--- src/rtl/table_fetcher_pkg.sv ---
// Shared types and defaults for the descriptor-table walker.
package table_fetcher_pkg;

  localparam int DEFAULT_ENTRY_BYTES = 32;
  localparam int DEFAULT_STACK_DEPTH = 16;

  typedef struct packed {
    logic [7:0]  field_id;
    logic [4:0]  entry_type;
    logic        repeated;
    logic        nested;
    logic [63:0] offset;
    logic [63:0] nested_table_addr;
  } table_entry_t;

  function automatic logic is_terminator(input table_entry_t e);
    return e.field_id == 8'd0;
  endfunction

endpackage

--- src/rtl/addr_stack.sv ---
// Return-address stack for nested descriptor tables; push and pop are never
// requested in the same cycle by the walker.
module addr_stack #(
  parameter int DEPTH = 16,
  parameter int WIDTH = 64
) (
  input  logic             clk,
  input  logic             reset,
  input  logic             push,
  input  logic             pop,
  input  logic [WIDTH-1:0] push_data,
  output logic [WIDTH-1:0] top,
  output logic             empty,
  output logic             full
);

  localparam int PW = $clog2(DEPTH + 1);
  localparam int IW = (DEPTH > 1) ? $clog2(DEPTH) : 1;

  logic [WIDTH-1:0] mem [DEPTH];
  logic [PW-1:0]    sp;

  assign empty = (sp == '0);
  assign full  = (sp == PW'(DEPTH));
  assign top   = empty ? '0 : mem[IW'(sp - 1'b1)];

  always_ff @(posedge clk) begin
    if (reset) begin
      sp <= '0;
    end else if (push && !full) begin
      sp <= sp + 1'b1;
    end else if (pop && !empty) begin
      sp <= sp - 1'b1;
    end
  end

  // Storage needs no reset; only entries below sp are ever read.
  always_ff @(posedge clk) begin
    if (!reset && push && !full) begin
      mem[IW'(sp)] <= push_data;
    end
  end

endmodule

--- src/rtl/table_fetcher.sv ---
// Depth-first descriptor-table walker: fetches entries, forwards each one to the
// object buffer, and follows nested tables through a return-address stack.
//
// state | meaning
// IDLE  | waiting for start
// REQ   | read outstanding at fetch pointer
// PUSH  | entry registered, waiting for buffer space
// GAP   | no-push cycle; next read is already issued here
// DONE  | one-cycle completion pulse
// ERROR | stack overflow, parked until reset
module table_fetcher
  import table_fetcher_pkg::*;
#(
  parameter int STACK_DEPTH = DEFAULT_STACK_DEPTH,
  parameter int ENTRY_BYTES = DEFAULT_ENTRY_BYTES
) (
  input  logic         clk,
  input  logic         reset,
  input  logic         start,
  input  logic [63:0]  root_table_addr,
  input  logic [63:0]  cpp_obj_addr,
  output logic         mem_req,
  output logic [63:0]  mem_addr,
  input  logic         mem_resp_valid,
  input  table_entry_t mem_resp_data,
  input  logic         buf_full,
  output table_entry_t new_entry,
  output logic         valid_in,
  output logic [63:0]  new_cpp_base_addr,
  output logic         new_cpp_base_addr_valid,
  output logic         busy,
  output logic         done,
  output logic         error
);

  localparam logic [2:0] S_IDLE  = 3'd0;
  localparam logic [2:0] S_REQ   = 3'd1;
  localparam logic [2:0] S_PUSH  = 3'd2;
  localparam logic [2:0] S_GAP   = 3'd3;
  localparam logic [2:0] S_DONE  = 3'd4;
  localparam logic [2:0] S_ERROR = 3'd5;

  logic [2:0]  state;
  logic [63:0] fptr;
  logic [63:0] ret_addr;
  logic [63:0] stk_top;
  logic        stk_empty;
  logic        stk_full;
  logic        stk_push;
  logic        stk_pop;
  logic        push_now;

  assign push_now = (state == S_PUSH) && !buf_full;
  assign ret_addr = fptr + 64'(ENTRY_BYTES);
  assign stk_push = push_now && new_entry.nested && !stk_full;
  assign stk_pop  = push_now && !new_entry.nested && is_terminator(new_entry) && !stk_empty;

  assign valid_in = push_now;
  assign mem_req  = (state == S_REQ) || (state == S_GAP);
  assign mem_addr = mem_req ? fptr : '0;
  assign busy     = (state != S_IDLE);
  assign done     = (state == S_DONE);

  addr_stack #(
    .DEPTH (STACK_DEPTH),
    .WIDTH (64)
  ) u_addr_stack (
    .clk       (clk),
    .reset     (reset),
    .push      (stk_push),
    .pop       (stk_pop),
    .push_data (ret_addr),
    .top       (stk_top),
    .empty     (stk_empty),
    .full      (stk_full)
  );

  always_ff @(posedge clk) begin
    if (reset) begin
      state                   <= S_IDLE;
      fptr                    <= '0;
      new_entry               <= '0;
      new_cpp_base_addr       <= '0;
      new_cpp_base_addr_valid <= 1'b0;
      error                   <= 1'b0;
    end else begin
      new_cpp_base_addr_valid <= 1'b0;
      case (state)
        S_IDLE: begin
          if (start) begin
            fptr                    <= root_table_addr;
            new_cpp_base_addr       <= cpp_obj_addr;
            new_cpp_base_addr_valid <= 1'b1;
            state                   <= S_REQ;
          end
        end
        S_REQ, S_GAP: begin
          if (mem_resp_valid) begin
            new_entry <= mem_resp_data;
            state     <= S_PUSH;
          end else begin
            state <= S_REQ;
          end
        end
        S_PUSH: begin
          // Next address is resolved here so GAP can already carry the read.
          if (!buf_full) begin
            if (new_entry.nested) begin
              if (stk_full) begin
                error <= 1'b1;
                state <= S_ERROR;
              end else begin
                fptr  <= new_entry.nested_table_addr;
                state <= S_GAP;
              end
            end else if (is_terminator(new_entry)) begin
              if (!stk_empty) begin
                fptr  <= stk_top;
                state <= S_GAP;
              end else begin
                state <= S_DONE;
              end
            end else begin
              fptr  <= ret_addr;
              state <= S_GAP;
            end
          end
        end
        S_DONE:  state <= S_IDLE;
        S_ERROR: state <= S_ERROR;
        default: state <= S_IDLE;
      endcase
    end
  end

endmodule

--- config.mk ---
export PLATFORM = sky130hd
export DESIGN_NAME = table_fetcher
export DESIGN_NICKNAME = d
export VERILOG_FILES = /design/src/rtl/table_fetcher_pkg.sv /design/src/rtl/addr_stack.sv /design/src/rtl/table_fetcher.sv
export SDC_FILE = /design/constraint.sdc
export NUM_CORES = 2
export LEC_CHECK = 0
export ABC_AREA = 1
export CORE_MARGIN = 5
export CORE_UTILIZATION = 52
export CTS_CLUSTER_DIAMETER = 40
export CTS_CLUSTER_SIZE = 14
export DETAILED_ROUTE_END_ITERATION = 8
export PLACE_DENSITY = 0.74
export SLEW_MARGIN = 15
export SYNTH_ARGS = -nofsm -noshare
export SYNTH_HDL_FRONTEND = slang
export SYNTH_HIERARCHICAL = 1
export SYNTH_SLANG_ARGS = --single-unit
export TNS_END_PERCENT = 10
--- constraint.sdc ---
create_clock -name clk -period 6.75 [get_ports clk]
set_input_delay 1.0125 -clock clk [delete_from_list [all_inputs] [get_ports clk]]
set_output_delay 1.0125 -clock clk [all_outputs]
set_load 0.02 [all_outputs]
After elaboration in Yosys (flattened, before gate mapping) --
Memories as Yosys holds them, arrays and structs flattened. Cells that the tools add are included. Widths: inputs -> output; s select.
Storage, ports and cells: RAM bits 1024, flip-flop bits (word level) 281, bits of input ports 276, logic and storage cells 78, memories 1, output and inout bits 277
Memory list:
- u_addr_stack.mem | depth 16, width 64, read ports 1, clocked after memory_dff 0, write ports 1, line addr_stack.sv:20 | logic [WIDTH-1:0] mem [DEPTH];
Cells by class: add/subtract/negate cells 3, reduce and logical (&&, ||, !) cells 29, bitwise gates (word level) 2, muxes and demuxes 21, eq/ne operators 10
Operators by type and width (count):
- $mux 64 | 7
- $pmux 64 s2 | 1
- $add 64x6->64 const B | 1
- $mux 3 | 6
- $pmux 3 s4 | 1
- $logic_and 1x1->1 | 10
- $mux 5 | 2
- $logic_not 8->1 | 1
- $eq 3x2->1 const B | 2
- $eq 3x3->1 const B | 2
- $reduce_and 2->1 | 3
- $add 5x1->5 const B | 1
- $eq 5x5->1 const B | 1
- $logic_not 1->1 | 5
- $logic_not 5->1 | 1
- $reduce_and 5->1 | 1
- $sub 5x1->5 const B | 1
- $ne 2x2->1 const B | 2
- $ne 4x4->1 const B | 1
- $reduce_and 4->1 | 1
- $reduce_bool 2->1 | 2
- $reduce_or 2->1 | 2
- $eq 3x1->1 const B | 1
- $logic_not 3->1 | 1
- other kinds (6) | 9

Logic depth before layout (Yosys ltp) --
depth after elaboration 8, gate-level depth with buffers 20

Cells and area by module --
The synthesis kept the hierarchy.
By module, submodules not included:
- addr_stack | cells an instance 3467, area each 41457.3 um^2, sequential area each 30849.6 um^2, times used 1
- table_fetcher | cells an instance 2200, area each 14074.7 um^2, sequential area each 5525.3 um^2, times used 1

Worst setup path before layout --
No wires, ideal clock.
path type register -> register, start point reg u_addr_stack.sp[0], end point mem u_addr_stack.mem[12][0] (enable), required time 6.185 ns, setup slack -0.422 ns, period minus slack after synthesis 7.172 ns, arrival time 6.606 ns, stages on the path, launching flop included 15, cell sequence dfxtp_1 > inv_1 > buf_4 > buf_2 > buf_2 > ha_1 > inv_1 > nor2_4 > nand2_2 > inv_1 > nor3_1 > nand2_2 > inv_2 > nand2_2 > nor3_1
On the way: cells in the longest elaborated chain, start to end 7
RTL lines:
- from (decl) | line addr_stack.sv:21 | logic [PW-1:0] sp;
- from (signal assigned) | line addr_stack.sv:31 | sp <= sp + 1'b1;
- from (signal assigned) | line addr_stack.sv:33 | sp <= sp - 1'b1;
- $eq 5x5->1 | line addr_stack.sv:24 | assign full = (sp == PW'(DEPTH));
- named net stk_full | line table_fetcher.sv:48 | logic stk_full;
- $logic_not 1->1 | line table_fetcher.sv:55 | assign stk_push = push_now && new_entry.nested && !stk_full;
- $logic_and 1x1->1 | line table_fetcher.sv:55
- named net stk_push | line table_fetcher.sv:49 | logic stk_push;
- $logic_and 1x1->1 (2 in series) | line addr_stack.sv:39 | if (!reset && push && !full) begin
- $mux 1 | line addr_stack.sv:39
- $mux 1 (implied by the code) | line addr_stack.sv:40 | mem[IW'(sp)] <= push_data;
- to (decl) | line addr_stack.sv:20
The timed path passes the listed nets, and every way through them passes these cells.

Worst setup path in the final report --
start point reg state[2], end point out mem_addr[13]
On the way: cells in the longest elaborated chain, start to end 3, elaborated cells between the ends (all ways) 4
RTL lines:
- from (decl) | line table_fetcher.sv:43 | logic [2:0] state;
- from (signal assigned) | line table_fetcher.sv:80 | state <= S_IDLE;
- from (signal assigned) | line table_fetcher.sv:94 | state <= S_REQ;
- from (signal assigned) | line table_fetcher.sv:100 | state <= S_PUSH;
- $eq 3x1->1 or $eq 3x2->1 (tied branches) | line table_fetcher.sv:59 | assign mem_req = (state == S_REQ) || (state == S_GAP);
- $logic_or 1x1->1 * | line table_fetcher.sv:59
- $mux 64 * | line table_fetcher.sv:60 | assign mem_addr = mem_req ? fptr : '0;
- to (decl) | line table_fetcher.sv:23 | output logic [63:0] mem_addr,
Mark *: on every way between the ends. The rest lies on a longest branch, timed or not.

==> impl_metrics.yaml <==
global_route:
  antenna_found_initial: 19
  grt-ovfl-total: 0
  grt_max_degree: 185
  gr-usage-met2: 0.526
  grt-busiest-layer: "met2"
  grt_pass1_wl_mm: 292
  use_met1: 0.464
  grt_pass1_vias: 41811
  use_met3: 0.114
  grt_usage: 0.354
clock_network:
  cts_hold_buf: 0
  clk_latency_ns: 0.78
  clkSinkCount: 1305
  root_buffer: "clkbuf_16"
  cts_max_level: 4
  post_cts_buffers: 0
  cts_buffers: 159
  clockBufferDepth: 3
  cts_tree: "yes"
  clk_pin_slew_ns: 0.06
  cts_resized: 0
synth:
  ys_top_cells_by_area: "edfxtp_1 55%, nand2_1 12%, dfxtp_1 10%, nand3_1 8.6%, a21oi_1 4.1%"
  ys_seq_area_frac: 0.655
  syn_inst: 5667
  syn_area_um2: 55500
  synthesis.nets: 5949
  yosys_warnings: 6
  syn_area_per_cell_um2: 9.80
  ys_ff_latch: 1305
  netlist.area_leader.share: 0.554
  synth_top_area_cell: "edfxtp_1"
  ys_types: 35
timing:
  finalSetupViolCount: 0
  hold_viol: 0
  timing.slew.headroom: 0.263
  tns_ns: 0
  skew_ns: 0.0377
  rsz0062_at_grt: "false"
  fin_crit_ns: 4.56
  report.final.slew_viol_count: 0
  fin_ws_ns: 2.20
  min_period_over_period: 0.675
  fmax_mhz: 220
  worst_slew_pin_slew_ns: 1.10
critical_path:
  critical_path_class: "register to output port"
  crit_path_end_kind: "output port"
  crit_buf_inv: 3
  slowest_stage: "clkdlybuf4s50_1"
  cp_top_family: "buffers and inverters"
  startpoint_type: "register"
  cp_max_fo: 34
  cp.required_ns: 5.74
  cp.arrival_ns: 3.54
  max_stage_delay_ns: 0.69
  path_cells: "nor2_4, inv_2, buf_4, nor2_1, clkdlybuf4s50_1"
place:
  hpwl_mm: 136
  numPortBuffers: 552
  dp_slack_ns: 2.06
  gp_congestion: 0.977
final_layout:
  nets: 6373
  fin_util: 0.640
  regArea_um2: 36400
  final_layout_size_suffix_gt1_frac: 0.0698
  fillers: 8333
  area_delta_synth_final_pct: 21.9
  multi_input_area_um2: 17000
drt:
  drt_wl_total_mm: 206
  wl_per_cell_um: 27.0
  vias_per_cell: 5.91
  vias: 45066
  drt_iter0_drc: 6406
  drc: 0
  ant_nets: 0
  drtPass1Iterations: 8
power:
  power_density_nw_per_um2: 295
  leakage_nw: 24.7
  ir_drop_mv: 0.234
run_status:
  status: "finished, final reports clean"
floorplan:
  dieArea_um2: 113000
  die_h_um: 337
  fp-row-count: 119
  start_util: 0.525
  core_area_um2: 106000
  design.portCount: 553
  fp.dieW_um: 337
run:
  cap_violations: 0
worst_hold_path:
  min_path_type: "register to register"
[synth_stat cells]
master,n
inv_2,17
nor2_4,5
o31ai_1,5
a21oi_1,457
o22ai_1,5
nand3_1,959
xor2_2,1
nand4_1,19
clkbuf_1,156
nor2_8,1
nor3_1,11
nor2_2,11
ha_1,6
o21ai_0,93
nor2_1,415
a211oi_1,1
o21ai_2,1
xnor2_2,1
and2_1,11
edfxtp_1,1024
buf_4,22
xor2_1,32
nand2_2,10
nor4_1,1
a31oi_1,1
o21ai_1,12
dfxtp_1,281
buf_1,16
inv_1,168
buf_6,6
or2_2,5
o21bai_1,8
buf_2,171
nand3_2,3
nand2_1,1732
[cell type report]
| class | instances | area share |
|---|---|---|
| flip-flops and latches | 1305 | 0.537 |
| clock buffers | 187 | 0.0629 |
| clock inverters | 103 | 0.0181 |
| diodes | 15 | 0.000554 |
| multi-input cells | 3806 | 0.251 |
| inverters | 185 | 0.0105 |
| repair buffers | 634 | 0.0936 |
| well taps | 1391 | 0.0257 |
[cells by family after synthesis]
kind of cell,Yosys count,synth area share
and+or+nand+nor,3183,0.241
DFF,1305,0.655
buffers and inverters,556,0.0437
AOI/OAI and AO/OA,583,0.0534
adders and majority gates,6,0.00135
xor gates and xnor gates,34,0.00563
[placed cells by master, fill, tap and decap left out, types with 12 or more instances in the layout]
| cell | instances |
|---|---|
| a21oi_1 | 457 |
| buf_12 | 16 |
| buf_4 | 67 |
| bufinv_16 | 18 |
| clkbuf_1 | 17 |
| clkbuf_16 | 165 |
| clkdlybuf4s50_1 | 549 |
| clkinv_1 | 19 |
| clkinv_2 | 17 |
| clkinv_4 | 12 |
| dfxtp_1 | 279 |
| diode_2 | 15 |
| edfxtp_1 | 1024 |
| inv_1 | 165 |
| inv_2 | 18 |
| inv_6 | 15 |
| nand2_1 | 1728 |
| nand3_1 | 959 |
| nand4_1 | 19 |
| nor2_1 | 400 |
| nor2_4 | 20 |
| o21ai_0 | 93 |
| o21ai_1 | 12 |
| xor2_1 | 22 |
[path summary, 6_finish.rpt]
kind	slack [ns]	endpoint	start	depth (start not counted)
worst min-delay path	0.46	new_entry[103]	new_entry[103]	2
worst max-delay path	2.20	mem_addr[13]	state[2]	5
worst max register to register	2.22	fptr[59]	u_addr_stack/sp[0]	13
worst min register to register	0.46	new_entry[103]	new_entry[103]	2
[worst min-delay path, delay by kind of cell (launching register included)]
family	cells	cell delay [ns]
DFF	1	0.30
and+or+nand+nor	1	0.06
AOI/OAI and AO/OA	1	0.05
[flip-flops by register name, indices dropped and copies added (netlist names)]
register                 flops
u_addr_stack/mem          1024
new_entry                  143
fptr                        64
new_cpp_base_addr           64
u_addr_stack/sp              5
state                        3
error                        1
new_cpp_base_addr_valid      1
[report_power, final]
| part | switching, mW | internal (mW) | total, mW | leakage (nW) |
|---|---|---|---|---|
| logic | 1.42 | 0.592 | 2.01 | 10.4 |
| registers | 0.244 | 8.97 | 9.22 | 11.6 |
| clock network | 3.50 | 5.27 | 8.77 | 2.67 |
| total | 5.16 | 14.8 | 20.0 | 24.7 |
[layer usage]
layer  up-vias  wire length [µm]
met5         -                24
met2      2976             90800
met3       452             26600
met1     21436             74800
met4         4             13400
li1      20198                 -
[through the flow]
| step | hold WS, ns | std cells | power (mW) | instance area [µm²] |
|---|---|---|---|---|
| 2_1_floorplan | 0.455 | 5667 | 10.2 | 55500 |
| 3_3_place_gp | 0.447 | 7321 | 11.3 | 62100 |
| 3_5_place_dp | 0.451 | 7321 | 11.3 | 62100 |
| 4_1_cts | 0.459 | 7611 | 20.0 | 67600 |
| 5_1_grt | 0.474 | 7621 | 20.5 | 67700 |
| 6_report | 0.459 | 7626 | 20.0 | 67700 |
(Power assumes the default switching activity.)
